### src/rtl/pixel_scheduler.sv
// Pixel scheduler: hands raster-ordered pixel coordinates round-robin to NUM_LANES
// ray-march lanes, then gathers their shades back in the same order into one
// registered RGB888 output stream with start-of-frame / end-of-line markers.
// Optional feature: define SCHED_CONTINUOUS_EN to regenerate frames back to back
// (DONE goes straight to RUN) instead of waiting for start in IDLE.
module pixel_scheduler #(
    parameter int unsigned NUM_LANES = 4,
    parameter int unsigned H_RES     = 640,
    parameter int unsigned V_RES     = 480
) (
    input  logic                    clk,
    input  logic                    rst,
    input  logic                    start,
    output logic                    busy,
    output logic                    frame_done,
    output logic [9:0]              disp_x,
    output logic [8:0]              disp_y,
    output logic [NUM_LANES-1:0]    disp_valid,
    input  logic [NUM_LANES-1:0]    disp_ready,
    input  logic [24*NUM_LANES-1:0] res_data,
    input  logic [NUM_LANES-1:0]    res_valid,
    output logic [NUM_LANES-1:0]    res_ready,
    output logic [23:0]             out_data,
    output logic                    out_valid,
    input  logic                    out_ready,
    output logic                    out_sof,
    output logic                    out_eol
);

    localparam int unsigned LaneW = (NUM_LANES > 1) ? $clog2(NUM_LANES) : 1;
    localparam logic [LaneW-1:0] LastLane = LaneW'(NUM_LANES - 1);
    localparam logic [9:0]       LastX    = 10'(H_RES - 1);
    localparam logic [8:0]       LastY    = 9'(V_RES - 1);

    typedef enum logic [1:0] {StIdle, StRun, StDrain, StDone} state_e;

    state_e state_q, state_d;

    // Dispatch side
    logic [9:0]       dx_q;
    logic [8:0]       dy_q;
    logic [LaneW-1:0] dlane_q;

    // Collect side; cx/cy track the raster position of the next result to accept
    logic [9:0]       cx_q;
    logic [8:0]       cy_q;
    logic [LaneW-1:0] clane_q;
    logic             coll_done_q;

    // Output register
    logic [23:0] out_data_q;
    logic        out_valid_q;
    logic        out_sof_q;
    logic        out_eol_q;
    logic        out_last_q;

    logic        run;
    logic        collecting;
    logic        disp_fire;
    logic        disp_last;
    logic        res_fire;
    logic        coll_last;
    logic        out_fire;
    logic        out_free;
    logic [23:0] res_pick;

    assign disp_fire = |(disp_valid & disp_ready);
    assign disp_last = (dx_q == LastX) && (dy_q == LastY);
    assign res_fire  = |(res_valid & res_ready);
    assign coll_last = (cx_q == LastX) && (cy_q == LastY);
    assign out_fire  = out_valid_q && out_ready;
    assign out_free  = !out_valid_q || out_ready;
    assign res_pick  = res_data[24*clane_q +: 24];

    // State register
    always_ff @(posedge clk) begin
        if (rst) begin
            state_q <= StIdle;
        end else begin
            state_q <= state_d;
        end
    end

    // Next-state logic
    always_comb begin
        state_d = state_q;
        case (state_q)
            StIdle:  if (start) state_d = StRun;
            StRun:   if (disp_fire && disp_last) state_d = StDrain;
            StDrain: if (out_fire && out_last_q) state_d = StDone;
`ifdef SCHED_CONTINUOUS_EN
            StDone:  state_d = StRun;
`else
            StDone:  state_d = StIdle;
`endif
            default: state_d = StIdle;
        endcase
    end

    // FSM-derived outputs and one-hot lane selects
    always_comb begin
        run        = (state_q == StRun);
        collecting = (state_q == StRun) || (state_q == StDrain);
        busy       = collecting;
        frame_done = (state_q == StDone);
        disp_valid = '0;
        res_ready  = '0;
        if (run) begin
            disp_valid[dlane_q] = 1'b1;
        end
        // Accept only when the output slot frees up this cycle, giving pass-through rate
        if (collecting && !coll_done_q && out_free) begin
            res_ready[clane_q] = 1'b1;
        end
    end

    // Dispatch raster counters and lane pointer; cleared between frames
    always_ff @(posedge clk) begin
        if (rst || (state_q == StDone)) begin
            dx_q    <= '0;
            dy_q    <= '0;
            dlane_q <= '0;
        end else if (disp_fire) begin
            dlane_q <= (dlane_q == LastLane) ? '0 : dlane_q + LaneW'(1);
            if (dx_q == LastX) begin
                dx_q <= '0;
                dy_q <= (dy_q == LastY) ? '0 : dy_q + 9'd1;
            end else begin
                dx_q <= dx_q + 10'd1;
            end
        end
    end

    // Result collection in dispatch order and the output register
    always_ff @(posedge clk) begin
        if (rst) begin
            cx_q        <= '0;
            cy_q        <= '0;
            clane_q     <= '0;
            coll_done_q <= 1'b0;
            out_data_q  <= '0;
            out_valid_q <= 1'b0;
            out_sof_q   <= 1'b0;
            out_eol_q   <= 1'b0;
            out_last_q  <= 1'b0;
        end else begin
            if (state_q == StDone) begin
                cx_q        <= '0;
                cy_q        <= '0;
                clane_q     <= '0;
                coll_done_q <= 1'b0;
            end
            if (res_fire) begin
                out_data_q  <= res_pick;
                out_valid_q <= 1'b1;
                out_sof_q   <= (cx_q == '0) && (cy_q == '0);
                out_eol_q   <= (cx_q == LastX);
                out_last_q  <= coll_last;
                clane_q     <= (clane_q == LastLane) ? '0 : clane_q + LaneW'(1);
                if (coll_last) begin
                    coll_done_q <= 1'b1;
                end
                if (cx_q == LastX) begin
                    cx_q <= '0;
                    cy_q <= (cy_q == LastY) ? '0 : cy_q + 9'd1;
                end else begin
                    cx_q <= cx_q + 10'd1;
                end
            end else if (out_fire) begin
                out_valid_q <= 1'b0;
                out_sof_q   <= 1'b0;
                out_eol_q   <= 1'b0;
                out_last_q  <= 1'b0;
            end
        end
    end

    assign disp_x    = dx_q;
    assign disp_y    = dy_q;
    assign out_data  = out_data_q;
    assign out_valid = out_valid_q;
    assign out_sof   = out_sof_q;
    assign out_eol   = out_eol_q;

endmodule
### config.mk
export PLATFORM = sky130hd
export DESIGN_NAME = pixel_scheduler
export DESIGN_NICKNAME = d
export VERILOG_FILES = /design/src/rtl/pixel_scheduler.sv
export SDC_FILE = /design/constraint.sdc
export NUM_CORES = 1
export LEC_CHECK = 0
export CORE_MARGIN = 2
export CORE_UTILIZATION = 54
export DETAILED_ROUTE_END_ITERATION = 8
export DONT_BUFFER_PORTS = 1
export PLACE_DENSITY = 0.72
export SYNTH_ARGS = -nofsm -noshare
export SYNTH_HDL_FRONTEND = slang
export SYNTH_SLANG_ARGS = --single-unit
### constraint.sdc
create_clock -name clk -period 2.73 [get_ports clk]
set_input_delay 0 -clock clk [delete_from_list [all_inputs] [get_ports clk]]
set_output_delay 0 -clock clk [all_outputs]
set_load 0.1 [all_outputs]
Word level (Yosys, flattened, before mapping)
Index checks and enable logic that the tools add are counted.

storage, ports and cells
  flip-flop bits (word level) = 73
  bits of input ports = 108
  output and inout port bits = 56
  logic and storage cells = 94

cells by class
  add/sub/neg operators = 6
  $mul = 1
  order comparisons = 4
  equal/unequal tests = 12
  shift operators = 1
  muxes and demuxes = 31
  bitwise operators = 2
  reductions and logical operators = 24

operator list
  cell                                                        count
  variable part select 96 x 8 -> 24 bit                       1
  two-way mux 9 bit                                           5
  two-way mux 10 bit                                          4
  adder 10 x 1 -> 10 bit, second input constant               2
  equality test 10 bit, second input constant                 2
  adder 9 x 1 -> 9 bit, second input constant                 2
  equality test 9 bit, second input constant                  2
  two-way mux 2 bit                                           7
  logical AND 1 bit                                           10
  logical NOT 10 bit                                          1
  two-way mux 1 bit                                           10
  logical NOT 9 bit                                           1
  bitwise AND 4 bit                                           2
  equality test 2 bit, second input constant                  4
  two-way mux 4 bit                                           2
  one-hot mux 2 bit (4 select lines)                          1
  OR reduction 4 bit                                          2
  less-than comparator 2 x 3 -> 1 bit, second input constant  2
  adder 2 x 1 -> 2 bit, second input constant                 2
  demux 1 bit (select 2 bit)                                  2
  >= comparator 2 x 1 -> 1 bit, second input constant         2
  multiplier 2 x 2 -> 4 bit, first input constant             1
  != test 2 bit, second input constant                        2
  nonzero test 2 bit                                          2
  other kinds (7)                                             10

Logic depth before layout (Yosys ltp)
  depth in word-level cells = 10
  gate-level depth with buffers = 11
  gate-level depth less buffers = 7

Worst setup path after synthesis
Ideal clock, no wire load.

  kind = register -> register
  from = register state_q[0]
  to = register cx_q[5]
  library setup time = 0.057 ns
  arrival = 2.537 ns
  required time = 2.673 ns
  setup slack = 0.135 ns
  stages on the path, launching flop included = 9
  path buffers = 1
  period minus slack after synthesis = 2.595 ns
  path through = dfxtp_1 > inv_1 > ha_1 > and2b_1 > o211ai_1 > or3_1 > buf_6 > nor4_4 > a21o_1

between the ends
  word-level cells in the longest chain between the ends = 8
  elaborated cells on any way between the ends = 11
  classes of those cells = eq/ne (3); mux (2); bitwise (1); reduce/logical (5)

ends and longest elaborated chain
  item                                                                        line  source
  start, declared                                                             37    state_e state_q, state_d;
  start signal, assigned                                                      78    state_q <= StIdle;
  start signal, assigned                                                      80    state_q <= state_d;
  equality test 2 x 1 -> 1 bit / equality test 2 bit (equally long branches)  103   collecting = (state_q == StRun) || (state_q == StDrain);
  logical OR 1 bit (*)                                                        103
  via busy                                                                    14    output logic busy,
  logical AND 1 bit (*) (2 in a row)                                          112   if (collecting && !coll_done_q && out_free) begin
  two-way mux 4 bit (*)                                                       112
  bitwise AND 4 bit (*)                                                       69    assign res_fire = |(res_valid & res_ready);
  OR reduction 4 bit (*)                                                      69
  two-way mux 10 bit / nonzero test 2 bit (equally long branches)             --
  end signal, assigned                                                        167   cx_q <= cx_q + 10'd1;
  end, declared                                                               45    logic [9:0] cx_q;

The timed path passes the listed nets; every way through them passes the cells marked *.
A chain may end at the register's enable or synchronous reset.

Final worst setup path
  from = register state_q[0]
  to = register clane_q[0]

between the ends
  word-level cells in the longest chain between the ends = 8
  elaborated cells on any way between the ends = 11
  classes of those cells = eq/ne (3); mux (2); bitwise (1); reduce/logical (5)

ends and longest elaborated chain
  item                                                                        line  source
  equality test 2 x 1 -> 1 bit / equality test 2 bit (equally long branches)  103
  logical OR 1 bit                                                            103
  logical AND 1 bit (2 in a row)                                              112
  two-way mux 4 bit                                                           112
  bitwise AND 4 bit                                                           69
  OR reduction 4 bit                                                          69
  two-way mux 2 bit / nonzero test 2 bit (equally long branches)              --
  end signal, assigned                                                        159   clane_q <= (clane_q == LastLane) ? '0 : clane_q + LaneW'(1);
  end, declared                                                               47    logic [LaneW-1:0] clane_q;

Parallel ways exist; a longest one is shown, timed or not.

==> results.sh <==
export IMPL_status="completed"
export IMPL_finalSetupViolCount=0
export IMPL_cts_sinks=73
export IMPL_die_y_um=91.3
export IMPL_maxSlewViolCount=0
export IMPL_syn_num_nets=586
export IMPL_cp_slowest_cell="dlygate4sd3_1"
export IMPL_cp_max_fo=31
export IMPL_crit_path_start_kind="register"
export IMPL_synth_top_cell_by_area="dfxtp_1"
export IMPL_synth_cells=459
export IMPL_p_per_area_mw_per_mm2=1050
export IMPL_antenna_found_initial=0
export IMPL_synth_edf_count=0
export IMPL_end_kind="register"
export IMPL_rsz0062_at_grt="false"
export IMPL_die_w_um=91.3
export IMPL_synth_top_area_share_pct=35.5
export IMPL_core_area_mm2=0.00733
export IMPL_cts_tree="built"
export IMPL_ys_warn_count=0
export IMPL_slew_headroom_pct=36.5
export IMPL_grt_overflow=0
export IMPL_critical_path_top_delay_family="buffers and inverters"
export IMPL_insertion_delay_ns=0.36
export IMPL_yosysSeqAreaShare_pct=35.5
export IMPL_peakVddDrop_mv=0.675
export IMPL_ios=164
export IMPL_drc=0
export IMPL_antennaDiodeCount=0
export IMPL_placed_area_mm2=0.00458
export IMPL_ys_types=52
export IMPL_worstMarginPinSlew_ns=0.959
export IMPL_drive_above_1_share_pct=21.7
export IMPL_netlist_area_mm2=0.00412
export IMPL_grt_pass1_wl_um=18200
export IMPL_min_period_ns=2.45
export IMPL_async_reset_ff_share_pct=0
export IMPL_critPathKind="reg2reg"
export IMPL_cts_buffer_depth=2
export IMPL_hold_class="in2reg"
export IMPL_synth_ff_type="dfxtp_1"
export IMPL_max_cap_violations=0
export IMPL_fin_skew_ns=0.00857
export IMPL_finish_instance_area_mm2=0.00486
export IMPL_port_buffers=0
export IMPL_period_share_pct=89.7
export IMPL_stdcell_count=615
export IMPL_cpPeakStageDelay_ns=0.55
export IMPL_fin_nets=638
export IMPL_vias_per_cell=5.82
export IMPL_finalHoldViolCount=0
export IMPL_grt_max_degree=46
export IMPL_grt_pass1_vias=3700
export IMPL_area_growth_pct=18.1
export IMPL_avgSynthCellArea_um2=8.97
export IMPL_firstDrtPassIters=4
export IMPL_p_leak_nw=1.86
export IMPL_clkTransAtPathRegs_ns=0.08
export IMPL_fmax_mhz=409
export IMPL_track_usage_pct=27.2
export IMPL_dp_hpwl_um=8320
export IMPL_rows=31
export IMPL_design_die_area_mm2=0.00834
export IMPL_dp_cells=594
export IMPL_start_util_pct=56.2
export IMPL_finalWirelength_um=11000
export IMPL_cts_buffers=9
export IMPL_setup_tns_ns=0
export IMPL_worstPathRequired_ns=2.97
export IMPL_gp_congestion=0.881
export IMPL_cts_root_buf="clkbuf_8"
export IMPL_synth_seq_cells=73
export IMPL_critPathArrivalTime_ns=2.69
export IMPL_drt_initial_drc_count=151
export IMPL_wl_per_cell_um=17.9
export IMPL_synth_area_leaders="dfxtp_1, mux4_2, nand2_1"
export IMPL_htree_levels=3
export IMPL_dr_total_vias=3577
export IMPL_postRouteAntennaNets=0
export IMPL_cp_num_buf_inv=3
export IMPL_path_cells="inv_1, ha_1, and2b_1, o211ai_1, buf_6, nor3_1, a21oi_1, nor2_1, dlygate4sd3_1"
[worst reg2reg max path, cell delays in order, from the launching register on]
cell           delay [ns]
dfxtp_1              0.43
inv_1                0.10
ha_1                 0.32
and2b_1              0.22
o211ai_1             0.17
buf_6                0.30
nor3_1               0.08
a21oi_1              0.13
nor2_1               0.05
dlygate4sd3_1        0.55
[Yosys cell counts, types with 4 or more instances]
master / instances
nand2_1: 75
dfxtp_1: 73
a21oi_1: 41
nor2_1: 39
mux4_2: 24
ha_1: 19
and3_1: 15
nand3_1: 15
inv_1: 14
o21ai_0: 12
clkbuf_1: 11
nor3_1: 11
xnor2_1: 11
buf_2: 10
nand4_1: 10
or3_1: 6
xor2_1: 6
a31oi_1: 5
and2_1: 5
nor4_1: 5
and4_1: 4
[sequential cells by signal, indices dropped and copies added (netlist names), 2 cells and up]
register and cells:
clane_q 2, cx_q 10, disp_x 10, disp_y 9, dlane_q 2, out_data 24, state_q 2, cy_q 9
[where the power goes]
part           total, mW  switching (mW)  internal, mW
sequential          1.32          0.0934          1.23
combinational       2.81            2.05         0.761
clock              0.952           0.413         0.539
[cell type report]
cell class / instances / area [um^2]
timing repair buffer: 66 / 522
sequential: 73 / 1460
multi-input combinational: 347 / 2480
tap: 99 / 124
clock inverter: 5 / 78.8
inverter: 14 / 52.6
fill: 560 / 2470
clock buffer: 11 / 141
[timing repair]
action,CTS,global route
buffers inserted,0,0
hold buffers,5,0
endpoints found under the setup margin,0,1
hold endpoints to repair,48,0
resized for setup,0,1
[through the flow]
stage	util [%]	hold slack [ns]	setup slack, ns	total power [mW]
after global routing	66.3	0.0361	0.0518	5.33
after global placement	62.5	0.0736	0.658	4.09
final	66.3	0.00593	0.282	5.09
after CTS	66.3	0.00251	0.213	5.10
after detailed placement	62.5	0.0744	0.538	4.14
after floorplan	-	0.242	0.135	3.66
[metal layers]
| layer | up-vias | GRT usage, % | part of all wire, % |
|---|---|---|---|
| met4 | 0 | 7.83 | 1.7 |
| li1 | 1755 | - | - |
| met5 | - | 0 | 0 |
| met1 | 1680 | 30.5 | 38 |
| met3 | 16 | 9.05 | 8.2 |
| met2 | 126 | 48.8 | 52 |
[logic make-up after synthesis]
| kind of cell | synth area share [%] |
|---|---|
| adder cells (fa/ha/maj) | 5.77 |
| AND/OR/NAND/NOR | 24.8 |
| multiplexers | 13.9 |
| flip-flops | 35.5 |
| buffers and inverters | 4.22 |
| XOR/XNOR | 3.62 |
| AO/OA/AOI/OAI | 12.2 |
[worst paths after layout]
kind	cells after the start	startpoint	slack, ns	endpoint
max	9	state_q[0]	0.28	clane_q[0]
min	3	rst	0.006	disp_x[1]
max reg2reg	9	state_q[0]	0.28	clane_q[0]
min reg2reg	2	out_data[5]	0.46	out_data[5]
[cell usage in the layout (no fill, tap or decap), types with 4 or more instances in the layout]
cell | Yosys | layout
nand2_1 | 75 | 75
dfxtp_1 | 73 | 72
buf_4 | 0 | 60
a21oi_1 | 41 | 41
nor2_1 | 39 | 39
mux4_2 | 24 | 24
ha_1 | 19 | 19
and3_1 | 15 | 15
nand3_1 | 15 | 15
inv_1 | 14 | 14
o21ai_0 | 12 | 12
nor3_1 | 11 | 11
xnor2_1 | 11 | 11
nand4_1 | 10 | 10
clkbuf_8 | 0 | 10
xor2_1 | 6 | 6
or3_1 | 6 | 6
and2_1 | 5 | 5
nor4_1 | 5 | 5
a31oi_1 | 5 | 5
and4_1 | 4 | 4
dlygate4sd3_1 | 0 | 4
No activity file was read; power rests on OpenSTA's default activity.
